File: src/rtl/csr_regfile_pkg.sv
// Shared parameters, CSR addresses, field positions and the
// request/response bundles exchanged with the CSR unit.
package COMMON_PARAMS;
    localparam int unsigned XLEN = 32;
endpackage

package CSR_PROPS;
    localparam logic [11:0] ADDR_MSTATUS   = 12'h300;
    localparam logic [11:0] ADDR_MISA      = 12'h301;
    localparam logic [11:0] ADDR_MIE       = 12'h304;
    localparam logic [11:0] ADDR_MTVEC     = 12'h305;
    localparam logic [11:0] ADDR_MSCRATCH  = 12'h340;
    localparam logic [11:0] ADDR_MEPC      = 12'h341;
    localparam logic [11:0] ADDR_MCAUSE    = 12'h342;
    localparam logic [11:0] ADDR_MTVAL     = 12'h343;
    localparam logic [11:0] ADDR_MIP       = 12'h344;
    localparam logic [11:0] ADDR_MCYCLE    = 12'hB00;
    localparam logic [11:0] ADDR_MINSTRET  = 12'hB02;
    localparam logic [11:0] ADDR_MCYCLEH   = 12'hB80;
    localparam logic [11:0] ADDR_MINSTRETH = 12'hB82;
    localparam logic [11:0] ADDR_MHARTID   = 12'hF14;

    typedef enum logic [11:0] {
        CSR_MSTATUS   = ADDR_MSTATUS,
        CSR_MISA      = ADDR_MISA,
        CSR_MIE       = ADDR_MIE,
        CSR_MTVEC     = ADDR_MTVEC,
        CSR_MSCRATCH  = ADDR_MSCRATCH,
        CSR_MEPC      = ADDR_MEPC,
        CSR_MCAUSE    = ADDR_MCAUSE,
        CSR_MTVAL     = ADDR_MTVAL,
        CSR_MIP       = ADDR_MIP,
        CSR_MCYCLE    = ADDR_MCYCLE,
        CSR_MINSTRET  = ADDR_MINSTRET,
        CSR_MCYCLEH   = ADDR_MCYCLEH,
        CSR_MINSTRETH = ADDR_MINSTRETH,
        CSR_MHARTID   = ADDR_MHARTID
    } csr_name_e;

    localparam int MSTATUS_MIE  = 3;
    localparam int MSTATUS_MPIE = 7;
    localparam int MSTATUS_MPP0 = 11;
    localparam int MSTATUS_MPP1 = 12;
    localparam int MIE_MSIE     = 3;
    localparam int MIE_MTIE     = 7;
    localparam int MIE_MEIE     = 11;

    localparam logic [31:0] MISA_RV32I = 32'h4000_0100;

    typedef struct packed {
        logic      valid;
        csr_name_e csr_name;
    } csr_read_req_t;

    typedef struct packed {
        logic                            valid;
        csr_name_e                       csr_name;
        logic [COMMON_PARAMS::XLEN-1:0]  data;
    } csr_write_req_t;

    typedef struct packed {
        logic                            valid;
        logic [COMMON_PARAMS::XLEN-1:0]  data;
    } csr_read_res_t;

    // {meie, mtie, msie} spread onto their architectural bit slots
    function automatic logic [COMMON_PARAMS::XLEN-1:0] irq_vec(
        input logic [2:0] b
    );
        logic [COMMON_PARAMS::XLEN-1:0] v;
        v = '0;
        v[MIE_MEIE] = b[2];
        v[MIE_MTIE] = b[1];
        v[MIE_MSIE] = b[0];
        return v;
    endfunction

    function automatic logic [COMMON_PARAMS::XLEN-1:0] mstatus_vec(
        input logic mie,
        input logic mpie
    );
        logic [COMMON_PARAMS::XLEN-1:0] v;
        v = '0;
        v[MSTATUS_MIE]  = mie;
        v[MSTATUS_MPIE] = mpie;
        v[MSTATUS_MPP0] = 1'b1;
        v[MSTATUS_MPP1] = 1'b1;
        return v;
    endfunction
endpackage

File: src/rtl/csr_csru_if.sv
// Handshake bundle between the CSR unit and the CSR register file.
interface csr_csru_if;
    import CSR_PROPS::*;

    csr_read_req_t  read_req;
    csr_write_req_t write_req;
    csr_read_res_t  read_res;

    modport csrrf (
        input  read_req,
        input  write_req,
        output read_res
    );

    modport csru (
        output read_req,
        output write_req,
        input  read_res
    );
endinterface

File: src/rtl/csr_counter64.sv
// Free-running 64-bit counter with independently writable halves;
// a write to a half overrides that half's increment and carry.
module csr_counter64 #(
    parameter int unsigned HW = 32
) (
    input  logic            clk,
    input  logic            rst_n,
    input  logic            inc_i,
    input  logic            wr_lo_i,
    input  logic            wr_hi_i,
    input  logic [HW-1:0]   wdata_i,
    output logic [2*HW-1:0] cnt_o
);
    logic [HW-1:0] lo_q, lo_d;
    logic [HW-1:0] hi_q, hi_d;
    logic          carry;

    always_comb begin
        carry = inc_i & (&lo_q) & ~wr_lo_i;
        lo_d  = wr_lo_i ? wdata_i : lo_q + {{(HW-1){1'b0}}, inc_i};
        hi_d  = wr_hi_i ? wdata_i : hi_q + {{(HW-1){1'b0}}, carry};
    end

    always_ff @(posedge clk or negedge rst_n) begin
        if (!rst_n) begin
            lo_q <= '0;
            hi_q <= '0;
        end else begin
            lo_q <= lo_d;
            hi_q <= hi_d;
        end
    end

    assign cnt_o = {hi_q, lo_q};
endmodule

File: src/rtl/csr_regfile.sv
// Machine-mode CSR file: trap/mret state, interrupt enables,
// cycle/instret counters and a one-cycle registered read port.
module csr_regfile
    import CSR_PROPS::*;
#(
    parameter int unsigned XLEN    = COMMON_PARAMS::XLEN,
    parameter int unsigned HART_ID = 0
) (
    input  logic            clk,
    input  logic            rst_n,
    csr_csru_if.csrrf       csru,
    input  logic            instret_i,
    input  logic            trap_valid_i,
    input  logic [XLEN-1:0] trap_cause_i,
    input  logic [XLEN-1:0] trap_pc_i,
    input  logic [XLEN-1:0] trap_tval_i,
    input  logic            mret_i,
    input  logic [2:0]      irq_i,
    output logic [XLEN-1:0] mtvec_o,
    output logic [XLEN-1:0] mepc_o,
    output logic            irq_pending_o
);
    logic            wen;
    csr_name_e       wname;
    logic [XLEN-1:0] wdata;
    logic            ctl_busy;

    logic            mie_q, mie_d;
    logic            mpie_q, mpie_d;
    logic [2:0]      ien_q, ien_d;
    logic [2:0]      mip_q;
    logic [XLEN-1:0] mtvec_q, mtvec_d;
    logic [XLEN-1:0] mscratch_q, mscratch_d;
    logic [XLEN-1:0] mepc_q, mepc_d;
    logic [XLEN-1:0] mcause_q, mcause_d;
    logic [XLEN-1:0] mtval_q, mtval_d;
    logic            rd_valid_q, rd_valid_d;
    logic [XLEN-1:0] rd_data_q, rd_data_d;
    logic [XLEN-1:0] rdata;
    logic [2*XLEN-1:0] mcycle;
    logic [2*XLEN-1:0] minstret;

    assign wen      = csru.write_req.valid;
    assign wname    = csru.write_req.csr_name;
    assign wdata    = csru.write_req.data;
    assign ctl_busy = trap_valid_i | mret_i;

    always_comb begin
        mie_d      = mie_q;
        mpie_d     = mpie_q;
        ien_d      = ien_q;
        mtvec_d    = mtvec_q;
        mscratch_d = mscratch_q;
        mepc_d     = mepc_q;
        mcause_d   = mcause_q;
        mtval_d    = mtval_q;
        if (trap_valid_i) begin
            mpie_d   = mie_q;
            mie_d    = 1'b0;
            mepc_d   = trap_pc_i & ~XLEN'(3);
            mcause_d = trap_cause_i;
            mtval_d  = trap_tval_i;
        end else if (mret_i) begin
            mie_d  = mpie_q;
            mpie_d = 1'b1;
        end
        if (wen) begin
            unique case (wname)
                CSR_MSTATUS: if (!ctl_busy) begin
                    mie_d  = wdata[MSTATUS_MIE];
                    mpie_d = wdata[MSTATUS_MPIE];
                end
                CSR_MEPC:   if (!ctl_busy) mepc_d = wdata & ~XLEN'(3);
                CSR_MCAUSE: if (!ctl_busy) mcause_d = wdata;
                CSR_MTVAL:  if (!ctl_busy) mtval_d = wdata;
                CSR_MIE: ien_d = {wdata[MIE_MEIE], wdata[MIE_MTIE],
                                  wdata[MIE_MSIE]};
                CSR_MTVEC:    mtvec_d = wdata & ~XLEN'(3);
                CSR_MSCRATCH: mscratch_d = wdata;
                default: ;
            endcase
        end
    end

    always_comb begin
        rdata = '0;
        unique case (csru.read_req.csr_name)
            CSR_MSTATUS:   rdata = mstatus_vec(mie_q, mpie_q);
            CSR_MISA:      rdata = MISA_RV32I;
            CSR_MIE:       rdata = irq_vec(ien_q);
            CSR_MTVEC:     rdata = mtvec_q;
            CSR_MSCRATCH:  rdata = mscratch_q;
            CSR_MEPC:      rdata = mepc_q;
            CSR_MCAUSE:    rdata = mcause_q;
            CSR_MTVAL:     rdata = mtval_q;
            CSR_MIP:       rdata = irq_vec(mip_q);
            CSR_MCYCLE:    rdata = mcycle[XLEN-1:0];
            CSR_MCYCLEH:   rdata = mcycle[2*XLEN-1:XLEN];
            CSR_MINSTRET:  rdata = minstret[XLEN-1:0];
            CSR_MINSTRETH: rdata = minstret[2*XLEN-1:XLEN];
            CSR_MHARTID:   rdata = XLEN'(HART_ID);
            default:       rdata = '0;
        endcase
        rd_valid_d = csru.read_req.valid;
        rd_data_d  = rd_valid_d ? rdata : '0;
    end

    always_ff @(posedge clk or negedge rst_n) begin
        if (!rst_n) begin
            mie_q      <= 1'b0;
            mpie_q     <= 1'b0;
            ien_q      <= '0;
            mip_q      <= '0;
            mtvec_q    <= '0;
            mscratch_q <= '0;
            mepc_q     <= '0;
            mcause_q   <= '0;
            mtval_q    <= '0;
            rd_valid_q <= 1'b0;
            rd_data_q  <= '0;
        end else begin
            mie_q      <= mie_d;
            mpie_q     <= mpie_d;
            ien_q      <= ien_d;
            mip_q      <= irq_i;
            mtvec_q    <= mtvec_d;
            mscratch_q <= mscratch_d;
            mepc_q     <= mepc_d;
            mcause_q   <= mcause_d;
            mtval_q    <= mtval_d;
            rd_valid_q <= rd_valid_d;
            rd_data_q  <= rd_data_d;
        end
    end

    csr_counter64 #(.HW(XLEN)) u_mcycle (
        .clk     (clk),
        .rst_n   (rst_n),
        .inc_i   (1'b1),
        .wr_lo_i (wen && wname == CSR_MCYCLE),
        .wr_hi_i (wen && wname == CSR_MCYCLEH),
        .wdata_i (wdata),
        .cnt_o   (mcycle)
    );

    csr_counter64 #(.HW(XLEN)) u_minstret (
        .clk     (clk),
        .rst_n   (rst_n),
        .inc_i   (instret_i),
        .wr_lo_i (wen && wname == CSR_MINSTRET),
        .wr_hi_i (wen && wname == CSR_MINSTRETH),
        .wdata_i (wdata),
        .cnt_o   (minstret)
    );

    assign csru.read_res.valid = rd_valid_q;
    assign csru.read_res.data  = rd_data_q;
    assign mtvec_o       = mtvec_q;
    assign mepc_o        = mepc_q;
    assign irq_pending_o = mie_q & |(mip_q & ien_q);
endmodule

File: src/flat_wrapper.sv
// flat-port wrapper written by rule: the top's interface ports become plain ports
module csr_regfile_flat import CSR_PROPS::*;
#(
    parameter int unsigned XLEN    = COMMON_PARAMS::XLEN,
    parameter int unsigned HART_ID = 0
)
  (clk, rst_n, instret_i, trap_valid_i, trap_cause_i, trap_pc_i, trap_tval_i, mret_i, irq_i, mtvec_o, mepc_o, irq_pending_o, csru_read_req, csru_write_req, csru_read_res);
  csr_csru_if csru_i ();
  input  logic clk;
  input  logic rst_n;
  input  logic instret_i;
  input  logic trap_valid_i;
  input  logic [XLEN-1:0] trap_cause_i;
  input  logic [XLEN-1:0] trap_pc_i;
  input  logic [XLEN-1:0] trap_tval_i;
  input  logic mret_i;
  input  logic [2:0] irq_i;
  output logic [XLEN-1:0] mtvec_o;
  output logic [XLEN-1:0] mepc_o;
  output logic irq_pending_o;
  input wire logic [$bits(csru_i.read_req)-1:0] csru_read_req;
  input wire logic [$bits(csru_i.write_req)-1:0] csru_write_req;
  output wire logic [$bits(csru_i.read_res)-1:0] csru_read_res;
  assign csru_i.read_req = csru_read_req;
  assign csru_i.write_req = csru_write_req;
  assign csru_read_res = csru_i.read_res;
  csr_regfile #(.XLEN(XLEN), .HART_ID(HART_ID)) u_core (.clk(clk), .rst_n(rst_n), .csru(csru_i), .instret_i(instret_i), .trap_valid_i(trap_valid_i), .trap_cause_i(trap_cause_i), .trap_pc_i(trap_pc_i), .trap_tval_i(trap_tval_i), .mret_i(mret_i), .irq_i(irq_i), .mtvec_o(mtvec_o), .mepc_o(mepc_o), .irq_pending_o(irq_pending_o));
endmodule
File: config.mk
export PLATFORM = sky130hd
export DESIGN_NAME = csr_regfile_flat
export DESIGN_NICKNAME = d
export VERILOG_FILES = /design/src/rtl/csr_regfile_pkg.sv /design/src/rtl/csr_csru_if.sv /design/src/rtl/csr_counter64.sv /design/src/rtl/csr_regfile.sv /design/src/flat_wrapper.sv
export SDC_FILE = /design/constraint.sdc
export NUM_CORES = 1
export LEC_CHECK = 0
export CAP_MARGIN = 20
export CORE_ASPECT_RATIO = 0.7
export CORE_MARGIN = 5
export CORE_UTILIZATION = 50
export CTS_CLUSTER_SIZE = 10
export DETAILED_ROUTE_END_ITERATION = 10
export PLACE_DENSITY = 0.78
export REMOVE_ABC_BUFFERS = 1
export SKIP_LAST_GASP = 1
export SLEW_MARGIN = 25
export SYNTH_ARGS = -nofsm -noshare
export SYNTH_HDL_FRONTEND = slang
export SYNTH_SLANG_ARGS = --single-unit
export TNS_END_PERCENT = 5
File: constraint.sdc
create_clock -name clk -period 3.4 [get_ports clk]
set_input_delay 0.68 -clock clk [delete_from_list [all_inputs] [get_ports clk]]
set_output_delay 0.68 -clock clk [all_outputs]
set_load 0.01 [all_outputs]
* After elaboration in Yosys (flattened, before gate mapping)
Index checks and enable logic that the tools add are counted.
Widths: inputs -> output; s select.
** Word-level totals
- Logic and storage cells :: 89
- RAM bits :: 0
- ROM bits :: 0
- Register bits :: 327
- Memories :: 0
- Latch bits :: 0
** Cells by class
- Shifts and indexed selects :: 0
- Reduce and logical (&&, ||, !) cells :: 10
- Muxes and demuxes :: 28
- Div/mod/pow operators :: 0
- $lt $le $gt $ge :: 0
- Add/sub/neg operators :: 4
- Multipliers :: 0
- Equal/unequal tests :: 24
- Bitwise logic cells :: 8
** Operator list (number)
- $mux 32 :: 17
- $pmux 32 s13 :: 1
- $eq 12x10->1 const B :: 16
- $add 32x1->32 :: 3
- $eq 12x12->1 const B :: 8
- $reduce_and 32->1 :: 2
- $add 32x1->32 const B :: 1
- $mux 1 :: 10
- $reduce_and 2->1 :: 3
- $and 1x1->1 :: 4
- $logic_and 1x1->1 :: 4
- $and 3x3->3 :: 1
- $reduce_or 3->1 :: 1
- $not 1->1 :: 2
- $or 1x1->1 :: 1

* Longest topological paths before layout
- Depth in word-level cells :: 6
- Gate-level depth with buffers :: 13

* Cells and area by module
A second synthesis with hierarchy kept.
** Unflattened totals
- Cells, all modules :: 1832
- Area total of the unflattened synthesis :: 18019.8 um2
** Modules (own cells, without submodules)
- csr_regfile :: cells an instance 1008, instances 1, sequential area each 4979.8 um2, area each 10644.0 um2
- csr_counter64 (u_core.u_minstret) :: cells an instance 429, instances 1, sequential area each 1601.5 um2, area each 3794.9 um2
- csr_counter64 (u_core.u_mcycle) :: cells an instance 395, instances 1, sequential area each 1601.5 um2, area each 3580.9 um2

* Least setup slack after synthesis
Ideal clock, no wire load.
- Path type :: input port to flip-flop
- Start :: input csru_write_req[40]
- End :: register u_core.u_mcycle.hi_q[30]
- Buffers on the path :: 2
- Slack :: 0.040 ns
- Stages :: 13
- Arrival time :: 3.223 ns
- Cells stage by stage :: nor4bb_1 > and2_1 > buf_2 > nand4_1 > nor4bb_1 > ha_1 > ha_1 > nand4_1 > or2_2 > clkbuf_1 > nor4_1 > xnor2_1 > a21oi_1
** Between the ends
- Cells in the longest elaborated chain, start to end :: 6
- Elaborated cells on any way between the ends :: 8
- Classes of those cells :: add/sub (1); eq/ne (2); mux (1); bitwise (2); reduce/logical (2)
** Ends and longest elaborated chain
- start, declared :: line flat_wrapper.sv:22 : input wire logic [$bits(csru_i.write_req)-1:0] csru_write_req;
- $eq 12x12->1 :: line csr_regfile.sv:140 : .wr_lo_i (wen && wname == CSR_MCYCLE),
- $logic_and 1x1->1 :: line csr_regfile.sv:140
- $not 1->1 :: line csr_counter64.sv:19 : carry = inc_i & (&lo_q) & ~wr_lo_i;
- $and 1x1->1 :: line csr_counter64.sv:19
- $add 32x1->32 :: line csr_counter64.sv:21 : hi_d = wr_hi_i ? wdata_i : hi_q + {{(HW-1){1'b0}}, carry};
- $mux 32 * :: line csr_counter64.sv:21
- net u_core.u_mcycle.hi_d[30] :: line csr_counter64.sv:15 : logic [HW-1:0] hi_q, hi_d;
- end signal, assigned :: line csr_counter64.sv:30 : hi_q <= hi_d;
- end, declared :: line csr_counter64.sv:15
Mark *: on every way through the listed nets, which the timed path passes. The rest lies on a longest branch.
A chain may end at the register's enable or synchronous reset.

* Worst setup path in the final report
- Start :: register u_core.u_mcycle.lo_q[0]
- End :: register u_core.u_mcycle.hi_q[21]
** Between the ends
- Cells in the longest elaborated chain, start to end :: 4
** Ends and longest elaborated chain
- start, declared :: line csr_counter64.sv:14 : logic [HW-1:0] lo_q, lo_d;
- start signal, assigned :: line csr_counter64.sv:29 : lo_q <= lo_d;
- $reduce_and 32->1 :: line csr_counter64.sv:19
- $and 1x1->1 :: line csr_counter64.sv:19
- $add 32x1->32 :: line csr_counter64.sv:21
- $mux 32 :: line csr_counter64.sv:21
- net u_core.u_mcycle.hi_d[21] :: line csr_counter64.sv:15
The timed path passes the listed nets, and every way through them passes these cells.

==> flow_summary.toml <==
[status]
outcome = "finished clean"

[global_routing]
first_global_vias = 15222
wire_length_of_the_first_global_routing_pass_um = 89200
grt_start_max_net_pins = 100
gr-total-overflow = 0
antenna_found_initial = 0
gr-usage-all-layers_pct = 28.9

[synth]
synthesis.area_per_instance_sq_um = 9.89
yosys_register_bits = 327
synth-async-reset-ratio_pct = 100
area_share_of_xor_xnor_cells_in_the_synthesized_design_pct = 5.99
synth.mux.area_fraction_pct = 16.2
synthCells = 1774
synth_top_cell_area_share_pct = 46.6
synth_top_family_by_area = "multiplexers"
netlist_area_sq_mm = 0.0176
synth_edf_count = 0
synth_top_area_cell = "sky130_fd_sc_hd__dfrtp_1"
yosys.cell_types.count = 60
yosys.area_share.adder_pct = 0.499
yosysWarningCount = 0
synth_seq_area_share_pct = 46.6
most_instantiated_library_cell_after_synthesis = "sky130_fd_sc_hd__dfrtp_1"
synth_compound_gate_area_share_pct = 12.0
synth_simple_gate_area_share_pct = 15.2
synth_flop_cell = "sky130_fd_sc_hd__dfrtp_1"
synth.cells.most_frequent = "sky130_fd_sc_hd__dfrtp_1 (327), sky130_fd_sc_hd__nor2_1 (239), sky130_fd_sc_hd__a21oi_1 (194)"
synth.area.top_cells = "sky130_fd_sc_hd__dfrtp_1 (47%), sky130_fd_sc_hd__mux2i_1 (10%), sky130_fd_sc_hd__a21oi_1 (5.5%), sky130_fd_sc_hd__nor2_1 (5.1%), sky130_fd_sc_hd__mux2_2 (4.9%)"

[layout]
drive_above_1_share_pct = 12.6
antenna_cells_inserted = 0
area_growth_pct = 26.1
design.final.nets = 2202
fillers = 2825

[timing]
setup_viol = 0
grt_setup_unrepaired = "yes"
slew_headroom_pct = 41.5
maxClockFrequency_mhz = 303
finalWorstPathRequiredPeriod_ns = 3.30
period_share_pct = 97.0
final-max-slew-violation-count = 0
tightestPinTransition_ns = 0.875
timing_hold_violations_final = 0
setup_ws_ns = 0.102
worst_clock_skew_ns = 0.00977

[hold_path]
worstHoldPathType = "input port to async pin"

[drt]
vias = 15160
wirelength_um = 57400
vias_per_cell = 6.04
postRouteAntennaNets = 0
drt_iter0_markers = 1359
drc = 0
drt-wirelength-per-cell_um = 22.9
drt_first_pass_iters = 6

[floorplanning]
floorplan.core_area_sq_mm = 0.0347
count_of_boundary_i_o_pins = 260
die_ar_sq_mm = 0.0390
start_util_pct = 50.6
die_h_um = 167
fp.dieW_um = 234
cell_row_count = 57

[clocking]
cts_max_level = 2
clock-sinks = 327
postCtsSetupRepairBufs = 0
cts_buffers = 39
clk_root_buffer_cell = "sky130_fd_sc_hd__clkbuf_16"
clock_tree.buffer_depth = 3
clock_transition_at_path_regs_ns = 0.05
cts_tree = "built"
clock_insertion_delay_worst_skew_ns = 0.53

[worst_setup_path]
worst_r2r_path_depth = 13
timing.critical_path.from = "u_core.u_mcycle.lo_q[0]"
reg2reg_slack_ns = 0.10
worstReg2RegEnd = "u_core.u_mcycle.hi_q[21]"
cp-endpoint = "u_core.u_mcycle.hi_q[21]"
worstPathMaxFanout = 7
worst_r2r_startpoint = "u_core.u_mcycle.lo_q[0]"
worst_setup_path_end_kind = "register"
critical_path_arrival_ns = 3.69
critPathRequiredTime_ns = 3.79
worst_setup_path_start_kind = "register"
crit_type = "register to register"

[place]
post-place-ws_ns = -0.336
place.port_buffers = 255
detailedPlacementHpwl_um = 40300
gp_congestion = 0.961

[flow_run]
drv_cap = 0

[power]
max-vdd-ir-drop_uv = 288
leakagePower_nw = 9.57
power.density_cell_area_mw_per_mm2 = 413
total_power_w = 0.00913
-- state kept, by name, summed over array words and instances, names as in the netlist --
signal,count
u_core.mcause_q,32
u_core.u_minstret.hi_q,32
u_core.mip_q,3
u_core.u_mcycle.lo_q,32
u_core.mscratch_q,32
u_core.rd_valid_q,1
u_core.rd_data_q,32
u_core.mtvec_o,30
u_core.mtval_q,32
u_core.mpie_q,1
u_core.ien_q,3
u_core.mepc_o,32
u_core.u_mcycle.hi_q,32
u_core.u_minstret.lo_q,32
u_core.mie_q,1
-- per-stage QoR --
step                utilization [%]  instance area, sq um  hold WS (ns)  setup TNS (ns)  std cells
detailed placement             60.7                 21000         0.488           -6.25       2464
global route                   63.8                 22100         0.209          -0.796       2510
global placement               60.7                 21000         0.483           -3.67       2464
CTS                            63.7                 22100         0.194         -0.0114       2510
finish                         63.8                 22100         0.166               0       2510
floorplan                         -                 17000         0.384          -62.93       1633
-- layout make-up --
type	count	area, sq um	share of cell area (%)
Timing Repair Buffer	359	3420	15.4
Multi-Input combinational cell	1295	8840	39.9
Inverter	11	41.3	0.187
Sequential cell	327	8180	37.0
Clock buffer	45	1050	4.75
Clock inverter	1	8.76	0.0396
Tap cell	472	591	2.67
-- report_power, final --
part | leakage, nW | switching (W) | internal, W
clock | 0.521 | 0.00155 | 0.00215
combinational | 4.75 | 0.000564 | 0.000573
sequential | 4.30 | 0.000194 | 0.00410
total | 9.57 | 0.00231 | 0.00682
-- kinds of logic after synthesis --
kind of cell / Yosys count
buf+inv: 153
fa+ha+maj: 7
mux: 266
flops: 327
other cells: 1
xor+xnor: 120
simple gates: 551
compound gates: 349
-- worst min path at each step --
stage	end	slack [ns]	cells past startpoint
6_report	u_core.mtval_q[11]	0.17	1
5_1_grt	u_core.mtval_q[11]	0.21	1
4_1_cts	u_core.mtval_q[11]	0.19	1
3_5_place_dp	u_core.mscratch_q[25]	0.49	1
3_3_place_gp	u_core.mscratch_q[16]	0.48	1
2_1_floorplan	u_core.ien_q[0]	0.38	0
-- routing by layer --
layer / wire (um) / track usage (%) / vias up / share of wire (%)
li1: - / - / 6857 / -
met1: 25800 / 43.7 / 7480 / 45
met2: 24800 / 42.7 / 736 / 43
met3: 5850 / 6.84 / 87 / 10
met4: 1050 / 6.48 / 0 / 1.8
met5: 0 / 0 / - / 0
-- critical path: stages, from the launching register on --
cell and delay, ns:
sky130_fd_sc_hd__dfrtp_1 0.37, sky130_fd_sc_hd__ha_1 0.21, sky130_fd_sc_hd__nand3_2 0.16, sky130_fd_sc_hd__nor4_4 0.29, sky130_fd_sc_hd__buf_4 0.17, sky130_fd_sc_hd__nand3_2 0.13, sky130_fd_sc_hd__nor4bb_2 0.30, sky130_fd_sc_hd__ha_2 0.23
sky130_fd_sc_hd__nand3_1 0.09, sky130_fd_sc_hd__or3_1 0.50, sky130_fd_sc_hd__buf_12 0.22, sky130_fd_sc_hd__nor4_1 0.23, sky130_fd_sc_hd__xnor2_1 0.16, sky130_fd_sc_hd__a21oi_1 0.10
-- layout by cell type, fill, tap and decap left out, types with 6 or more instances in the layout --
cell,netlist,final
sky130_fd_sc_hd__a21oi_1,194,194
sky130_fd_sc_hd__a22oi_1,25,25
sky130_fd_sc_hd__a31oi_1,10,10
sky130_fd_sc_hd__and2_1,6,6
sky130_fd_sc_hd__and3_1,26,26
sky130_fd_sc_hd__and4_1,10,10
sky130_fd_sc_hd__buf_12,0,7
sky130_fd_sc_hd__buf_4,4,99
sky130_fd_sc_hd__clkbuf_16,0,41
sky130_fd_sc_hd__clkdlybuf4s50_1,0,251
sky130_fd_sc_hd__dfrtp_1,327,327
sky130_fd_sc_hd__ha_1,7,6
sky130_fd_sc_hd__inv_1,11,11
sky130_fd_sc_hd__mux2_2,76,76
sky130_fd_sc_hd__mux2i_1,183,183
sky130_fd_sc_hd__mux4_2,7,7
sky130_fd_sc_hd__nand2_1,81,81
sky130_fd_sc_hd__nand3_1,66,62
sky130_fd_sc_hd__nand4_1,42,42
sky130_fd_sc_hd__nor2_1,239,238
sky130_fd_sc_hd__nor3_1,22,21
sky130_fd_sc_hd__nor4_1,18,15
sky130_fd_sc_hd__o21ai_0,43,43
sky130_fd_sc_hd__o2bb2ai_1,18,18
sky130_fd_sc_hd__o31a_1,17,17
sky130_fd_sc_hd__o32ai_1,18,18
sky130_fd_sc_hd__or4_1,6,6
sky130_fd_sc_hd__xnor2_1,55,55
sky130_fd_sc_hd__xor2_1,65,65
-- timing repair --
item	CTS	global route
gates resized for setup	1	7
pin swaps	0	1
hold buffers	0	0
endpoints found under the setup margin	10	24
Note: power is estimated with default switching activity, not from simulation.
